**src/rtl/wb_arb_pkg.sv**
```systemverilog
// wb_arb_pkg: shared state encoding and defaults for the two-master Wishbone arbiter
package wb_arb_pkg;
    typedef enum logic [1:0] {IDLE, GNT0, GNT1} arb_state_t;
    localparam int TIMEOUT_DEF = 15;
endpackage

```
**src/rtl/wb_arb_timer.sv**
```systemverilog
// wb_arb_timer: 8-bit grant watchdog, only built when WB_ARB_TIMEOUT_EN is defined
module wb_arb_timer (
    input  logic       clk,
    input  logic       rst,
    input  logic       clear,
    input  logic       enable,
    input  logic [7:0] limit,
    output logic       expired
);
    logic [7:0] cnt;
    always_ff @(posedge clk)
        if (rst || clear) cnt <= '0;
        else if (enable && cnt != 8'hff) cnt <= cnt + 8'd1;
    assign expired = enable && cnt >= limit;
endmodule

```
**src/rtl/wb_arb2.sv**
```systemverilog
// wb_arb2: two-master Wishbone arbiter sharing one slave, alternating priority on contention
// Define WB_ARB_TIMEOUT_EN to add a watchdog that terminates stalled grants with ack+err.
module wb_arb2 import wb_arb_pkg::*; #(
    parameter int AW = 32,
    parameter int DW = 32,
    parameter int TIMEOUT = TIMEOUT_DEF
) (
    input  logic            wb_ck,
    input  logic            wb_rst,
    input  logic [AW-1:0]   m0_adr,
    input  logic [DW-1:0]   m0_dat_w,
    input  logic [DW/8-1:0] m0_sel,
    input  logic            m0_we,
    input  logic            m0_cyc,
    output logic [DW-1:0]   m0_dat_r,
    output logic            m0_ack,
    output logic            m0_err,
    input  logic [AW-1:0]   m1_adr,
    input  logic [DW-1:0]   m1_dat_w,
    input  logic [DW/8-1:0] m1_sel,
    input  logic            m1_we,
    input  logic            m1_cyc,
    output logic [DW-1:0]   m1_dat_r,
    output logic            m1_ack,
    output logic            m1_err,
    output logic [AW-1:0]   s_adr,
    output logic [DW-1:0]   s_dat_w,
    output logic [DW/8-1:0] s_sel,
    output logic            s_we,
    output logic            s_cyc,
    input  logic [DW-1:0]   s_dat_r,
    input  logic            s_ack
);
    arb_state_t state, state_nx;
    logic last, last_nx, g0, g1, to;
    assign g0 = state == GNT0;
    assign g1 = state == GNT1;
    assign s_cyc = (g0 && m0_cyc) || (g1 && m1_cyc);
    assign s_adr = g0 ? m0_adr : g1 ? m1_adr : '0;
    assign s_dat_w = g0 ? m0_dat_w : g1 ? m1_dat_w : '0;
    assign s_sel = g0 ? m0_sel : g1 ? m1_sel : '0;
    assign s_we = g0 ? m0_we : g1 ? m1_we : 1'b0;
    assign m0_dat_r = s_dat_r;
    assign m1_dat_r = s_dat_r;
    assign m0_ack = g0 && s_cyc && (s_ack || to);
    assign m1_ack = g1 && s_cyc && (s_ack || to);
    assign m0_err = g0 && to;
    assign m1_err = g1 && to;
`ifdef WB_ARB_TIMEOUT_EN
    logic expired;
    wb_arb_timer u_timer (
        .clk(wb_ck),
        .rst(wb_rst),
        .clear(state == IDLE),
        .enable(state != IDLE),
        .limit(8'(TIMEOUT)),
        .expired(expired)
    );
    // a real slave ack in the same cycle takes precedence over the timeout
    assign to = expired && s_cyc && !s_ack;
`else
    logic [7:0] unused_limit;
    assign unused_limit = 8'(TIMEOUT);
    assign to = 1'b0;
`endif
    always_ff @(posedge wb_ck)
        if (wb_rst) begin
            state <= IDLE;
            last <= 1'b1;
        end else begin
            state <= state_nx;
            last <= last_nx;
        end
    // every grant returns through IDLE, which gives the other master its turn
    always_comb begin
        state_nx = state;
        last_nx = last;
        if (state == IDLE)
            state_nx = m0_cyc && m1_cyc ? (last ? GNT0 : GNT1) : m0_cyc ? GNT0 : m1_cyc ? GNT1 : IDLE;
        else if (!s_cyc || s_ack || to) begin
            state_nx = IDLE;
            last_nx = g1;
        end
    end
endmodule

```
**config.mk**
```make
export PLATFORM = sky130hd
export DESIGN_NAME = wb_arb2
export DESIGN_NICKNAME = d
export VERILOG_FILES = /design/src/rtl/wb_arb_pkg.sv /design/src/rtl/wb_arb_timer.sv /design/src/rtl/wb_arb2.sv
export SDC_FILE = /design/constraint.sdc
export NUM_CORES = 1
export LEC_CHECK = 0
export ABC_AREA = 1
export CAP_MARGIN = 25
export CORE_AREA = 5 5 118 120
export CTS_CLUSTER_DIAMETER = 100
export DETAILED_ROUTE_END_ITERATION = 6
export DIE_AREA = 0 0 123 125
export SLEW_MARGIN = 20
export SYNTH_ARGS = -nofsm -noshare
export SYNTH_HDL_FRONTEND = slang
export SYNTH_SLANG_ARGS = --single-unit
export TNS_END_PERCENT = 5
```
**constraint.sdc**
```tcl
create_clock -name wb_ck -period 1.05 [get_ports wb_ck]
set_input_delay 0.1575 -clock wb_ck [delete_from_list [all_inputs] [get_ports wb_ck]]
set_output_delay 0.1575 -clock wb_ck [all_outputs]
set_load 0.01 [all_outputs]
```
==> results.sh, run 1 <==
export IMPL_status="complete, but fails checks"
export IMPL_violations="setup timing"
export IMPL_switching_share_pct=33.9
export IMPL_total_leakage_power_uw=0.00197
export IMPL_ant_nets=0
export IMPL_syn_area_um2=1650
export IMPL_gp_congestion=0.752
export IMPL_synth_top_cell_by_area="nand2_1"
export IMPL_endpoint_kind="output pin"
export IMPL_diodes=0
export IMPL_layout_commonest_cell="clkdlybuf4s50_1"
export IMPL_synth_area_mux_share_pct=0
export IMPL_setup_viol=75
export IMPL_antenna_found_initial=0
export IMPL_clkSlewWorstSetupHoldPaths_ps=30
export IMPL_switching_power_uw=862
export IMPL_synth_top_family_by_area="simple AND/OR/NAND/NOR gates"
export IMPL_synth_xor_xnor_area_share_pct=0
export IMPL_holdWs_ps=315
export IMPL_start_util_pct=12.8
export IMPL_post_synth_cell_area_avg_um2=5.09
export IMPL_drtIter0Drc=103
export IMPL_regArea_um2=65.1
export IMPL_grt_pass1_wl_um=15200
export IMPL_cts_buffer_depth=2
export IMPL_ios=313
export IMPL_synthSimpleGateAreaFrac_pct=56.7
export IMPL_fmax_mhz=697
export IMPL_grt_pass1_vias=2781
export IMPL_cp_start_kind="flop"
export IMPL_wire_per_inst_um=15.9
export IMPL_rsz0062_at_grt="yes"
export IMPL_hold_viol_final=0
export IMPL_fin_area_um2=4000
export IMPL_drt_wl_total_um=10600
export IMPL_viasPerCell=4.05
export IMPL_clock_latency_ps=220
export IMPL_hp_class="primary input to output pin"
export IMPL_grt_max_degree=32
export IMPL_clockRootBuffer="clkbuf_16"
export IMPL_yosys_area_top_type_share_pct=32.5
export IMPL_period_needed_ps=1430
export IMPL_maxCapViolations=0
export IMPL_remaining_drc_errors=0
export IMPL_internal_power_uw=1680
export IMPL_finalClockSkew_ps=0.484
export IMPL_nNetsFinal=665
export IMPL_yosys_top_cells_area="nand2_1 (33%), buf_4 (31%), nand3_1 (22%), dfxtp_1 (3.6%), clkbuf_1 (2.3%)"
export IMPL_coreArea_um2=12900
export IMPL_multi_input_area_um2=1150
export IMPL_yosys_warnings=0
export IMPL_pwr_share_seq_pct=5.5
export IMPL_p_clk_share_pct=23.7
export IMPL_utilization_pct=31.0
export IMPL_fin_crit_sh_pct=137
export IMPL_cts_buffers=3
export IMPL_io_buffers=214
export IMPL_powerDensity_nw_per_um2=635
export IMPL_synth_cell_types=16
export IMPL_nFillCells=1392
export IMPL_cp_data_required_time_ps=890
export IMPL_drv_slew=0
export IMPL_critical_path_class="flop to output pin"
export IMPL_clock_sinks=3
export IMPL_die_h_um=125
export IMPL_synth_seq_cells=3
export IMPL_yosysSeqAreaShare_pct=3.64
export IMPL_tns_ps=-25590
export IMPL_row_count=42
export IMPL_grt_usage_pct=12.9
export IMPL_cp_max_fo=7
export IMPL_overflow=0
export IMPL_vias=2694
export IMPL_dieArea_um2=15400
export IMPL_yosys_area_share_adder_pct=0
export IMPL_hpwl_um=6920
export IMPL_mostFrequentLayoutCells="clkdlybuf4s50_1 (142), nand2_1 (99), nand3_1 (66)"
export IMPL_tritoncts="done"
export IMPL_cts_hold_buffers_added=0
export IMPL_drive_above_1_share_pct=35.0
export IMPL_die_width_um=123
export IMPL_setup_ws_ps=-385
export IMPL_synth_compound_area_share_pct=1.36
export IMPL_pre_cts_slack_ps=-563
export IMPL_firstDrtPassIters=4
export IMPL_worstPathArrival_ps=1280
export IMPL_syn_to_final_growth_pct=142
export IMPL_htreeDepth=1
export IMPL_netlist_instances=324
export IMPL_ir_drop_mv=0.447
export IMPL_power_frac_comb_pct=70.8
export IMPL_dpl_cell_area_um2=3570
[sequential cells by signal (all words and copies together), names as in the netlist]
| register | count |
|---|---|
| state | 2 |
| last | 1 |
[per-layer routing]
layer  wire length, um  track usage [%]  part of all wire [%]
met3              1200             5.60                    11
met5                 0                0                     0
met4               323             3.84                   3.0
met1              3780             13.6                    36
met2              5280             23.0                    50
[layout make-up]
cell class / instances / share of cell area (%)
clock buffer: 4 / 1.97
inverter: 6 / 0.814
multi-input combinational: 228 / 28.9
sequential: 3 / 1.63
tap: 176 / 5.51
timing repair buffer: 248 / 61.2
[cell usage after synthesis (all sizes together)]
library cell / n
a21oi: 3
buf: 78
clkbuf: 10
conb: 1
dfxtp: 3
inv: 6
nand2: 145
nand3: 74
nor2: 3
o211ai: 1
[worst paths after layout]
| path | start | end | slack [ps] | depth (start not counted) |
|---|---|---|---|---|
| setup / recovery | state[0] | s_dat_w[7] | -380 | 8 |
| setup reg to reg | state[0] | last | -190 | 8 |
| hold / removal | s_dat_r[30] | m0_dat_r[30] | 320 | 0 |
| hold reg to reg | last | last | 480 | 2 |
[through the flow]
step	total power (uW)	std cells
6_report	2540	665
5_1_grt	2700	665
4_1_cts	2470	666
3_5_place_dp	1710	640
3_3_place_gp	1700	640
2_1_floorplan	896	325
[kinds of logic (layout without fill, tap and decap cells)]
kind of cell    Yosys count  after routing
compound gates            4              4
other cells               1              2
simple gates            222            222
buf+inv                  94            258
flops                     3              3
[power groups by stage]
stage               clock network (uW)  logic, uW  registers (uW)
floorplan                            0        763             133
global placement                     0       1560             137
detailed placement                   0       1580             138
CTS                                610       1720             139
global route                       625       1930             141
finish                             601       1800             139
[critical path, cell delays in order, from the launching register on]
cell	delay, ps
dfxtp_4	350
inv_4	60
nand2_4	50
inv_6	80
buf_12	140
buf_12	130
nand2_1	50
nand2_1	60
buf_2	130
[repair_timing]
item	in CTS	in global routing
setup endpoints to repair	75	75
pin swaps	1	5
setup buffers	14	0
gates cloned	9	0
gates resized for setup	340	51
(Power assumes the default switching activity.)
==> inputs of run 2 (changes only) <==
--- a/config.mk
+++ b/config.mk
@@ -12,4 +12,5 @@
 export DETAILED_ROUTE_END_ITERATION = 6
 export DIE_AREA = 0 0 123 125
+export GPL_TIMING_DRIVEN = 1
 export SLEW_MARGIN = 20
 export SYNTH_ARGS = -nofsm -noshare
==> constraint.sdc (replaced) <==
create_clock -name wb_ck -period 1.05 [get_ports wb_ck]
set_input_delay 0.1575 -clock wb_ck [delete_from_list [all_inputs] [get_ports wb_ck]]
set_output_delay 0.1575 -clock wb_ck [all_outputs]
set_load 0.005 [all_outputs]
==> run 2 against run 1 <==
The run still ends with setup timing left. Clock skew hardly changed. Count of clock-buffer cells in the layout stayed put. Sequential share of layout area is 0.074 points lower. Register-to-register slack better by 110 ps. Non-clock buffer count is 11 higher. Fmax is 8.5% lower. First-iteration DRC count is 4.9% higher. Highest routed layer unchanged.
==> results.sh, run 2 (synthesis gave the netlist of run 1 again) <==
export IMPL_status="complete, but fails checks"
export IMPL_violations="setup timing"
export IMPL_io_buffers=214
export IMPL_cts_buffers=3
export IMPL_worstPathArrival_ps=1410
export IMPL_largest_reg_flops=2
export IMPL_endpoint_kind="output pin"
export IMPL_grt_pass1_wl_um=16400
export IMPL_clkSlewWorstSetupHoldPaths_ps=30
export IMPL_holdWs_ps=315
export IMPL_row_count=42
export IMPL_syn_to_final_growth_pct=154
export IMPL_gp_congestion=0.764
export IMPL_die_width_um=123
export IMPL_antenna_found_initial=0
export IMPL_mostFrequentLayoutCells="clkdlybuf4s50_1 (142), nand2_1 (97), nand3_1 (66)"
export IMPL_cp_max_fo=6
export IMPL_reg2reg_slack_ps=-80
export IMPL_drtIter0Drc=108
export IMPL_period_needed_ps=1570
export IMPL_clockRootBuffer="clkbuf_16"
export IMPL_coreArea_um2=12900
export IMPL_cp_startpoint="state[1]"
export IMPL_start_util_pct=12.8
export IMPL_grt_usage_pct=14.0
export IMPL_layout_commonest_cell="clkdlybuf4s50_1"
export IMPL_timing_rr_end="last"
export IMPL_wire_per_inst_um=16.7
export IMPL_hp_class="primary input to output pin"
export IMPL_powerDensity_nw_per_um2=610
export IMPL_regMostFlops="state"
export IMPL_cts_buffer_depth=2
export IMPL_firstDrtPassIters=4
export IMPL_tritoncts="done"
export IMPL_htreeDepth=1
export IMPL_ios=313
export IMPL_fin_crit_sh_pct=149
export IMPL_total_leakage_power_uw=0.00207
export IMPL_nNetsFinal=676
export IMPL_drive_above_1_share_pct=36.0
export IMPL_vias=2743
export IMPL_ir_drop_mv=0.306
export IMPL_drt_wl_total_um=11300
export IMPL_drv_slew=0
export IMPL_grt_pass1_vias=2943
export IMPL_setup_viol=75
export IMPL_hold_viol_final=0
export IMPL_viasPerCell=4.06
export IMPL_grt_max_degree=22
export IMPL_die_h_um=125
export IMPL_cp_start_kind="flop"
export IMPL_remaining_drc_errors=0
export IMPL_cts_hold_buffers_added=0
export IMPL_hpwl_um=6910
export IMPL_worstHoldEndpoint="m0_dat_r[22]"
export IMPL_min_from="s_dat_r[22]"
export IMPL_reg_largest_list="state (2), last (1)"
export IMPL_rsz0062_at_grt="yes"
export IMPL_r2r_start="state[1]"
export IMPL_critical_path_class="flop to output pin"
export IMPL_setup_ws_ps=-518
export IMPL_dieArea_um2=15400
export IMPL_finalClockSkew_ps=0.324
export IMPL_r2r_cells=8
export IMPL_pre_cts_slack_ps=-551
export IMPL_tns_ps=-31230
export IMPL_clock_sinks=3
export IMPL_whs_path_depth=0
export IMPL_overflow=0
export IMPL_maxCapViolations=0
export IMPL_fmax_mhz=638
export IMPL_clock_latency_ps=220
export IMPL_cp_data_required_time_ps=890
export IMPL_diodes=0
export IMPL_ant_nets=0
run 2: cell type report:
| cell class | instances | area, um2 |
|---|---|---|
| fillers | 1412 | 8690 |
| clock buffers | 4 | 78.8 |
| well taps | 176 | 220 |
| repair buffers | 259 | 2630 |
| inverters | 6 | 30.0 |
| flip-flops and latches | 3 | 65.1 |
| multi-input cells | 228 | 1160 |
run 2: worst max-delay path, cell delays in order (launching register included):
cell and delay, ps:
dfxtp_2 320, buf_6 120, nand2_4 70, inv_6 40, buf_12 120, buf_12 140
buf_8 130, nand2_2 60, nand2_2 50, buf_2 120
run 2: per-layer routing:
layer	vias to the layer above	track usage (%)	routed length, um
met5	-	0	0
met4	0	4.17	290
met3	31	5.19	1240
met2	180	23.0	5220
met1	1215	17.0	4530
li1	1317	-	-
run 2: how the worst max path moves through the flow:
stage / endpoint / slack (ps) / cells past startpoint
after CTS: s_adr[24] / -500 / 8
final: s_dat_w[8] / -520 / 9
after floorplan: s_adr[15] / 2 / 4
after detailed placement: m0_ack / -550 / 4
after global routing: s_adr[31] / -550 / 9
after global placement: s_adr[5] / -530 / 7
run 2: report_power, final:
group	internal, uW	switching, uW	total [uW]
Sequential	125	13.0	139
Combinational	1100	700	1800
Clock	501	109	610
run 2: metrics by stage:
step                      cells  util (%)  cell area (um2)  total power, uW
final                       676      32.5             4190             2550
after global routing        676      32.5             4190             2710
after CTS                   676      31.9             4100             2530
after detailed placement    638      27.6             3560             1620
after global placement      638      27.6             3560             1600
after floorplan             325         -             1650              740
run 2: repair_timing:
| item | CTS | global route |
|---|---|---|
| pin swaps | 8 | 4 |
| gates cloned | 14 | 0 |
| setup endpoints to repair | 75 | 75 |
| setup buffers | 21 | 1 |
| gates resized for setup | 338 | 37 |
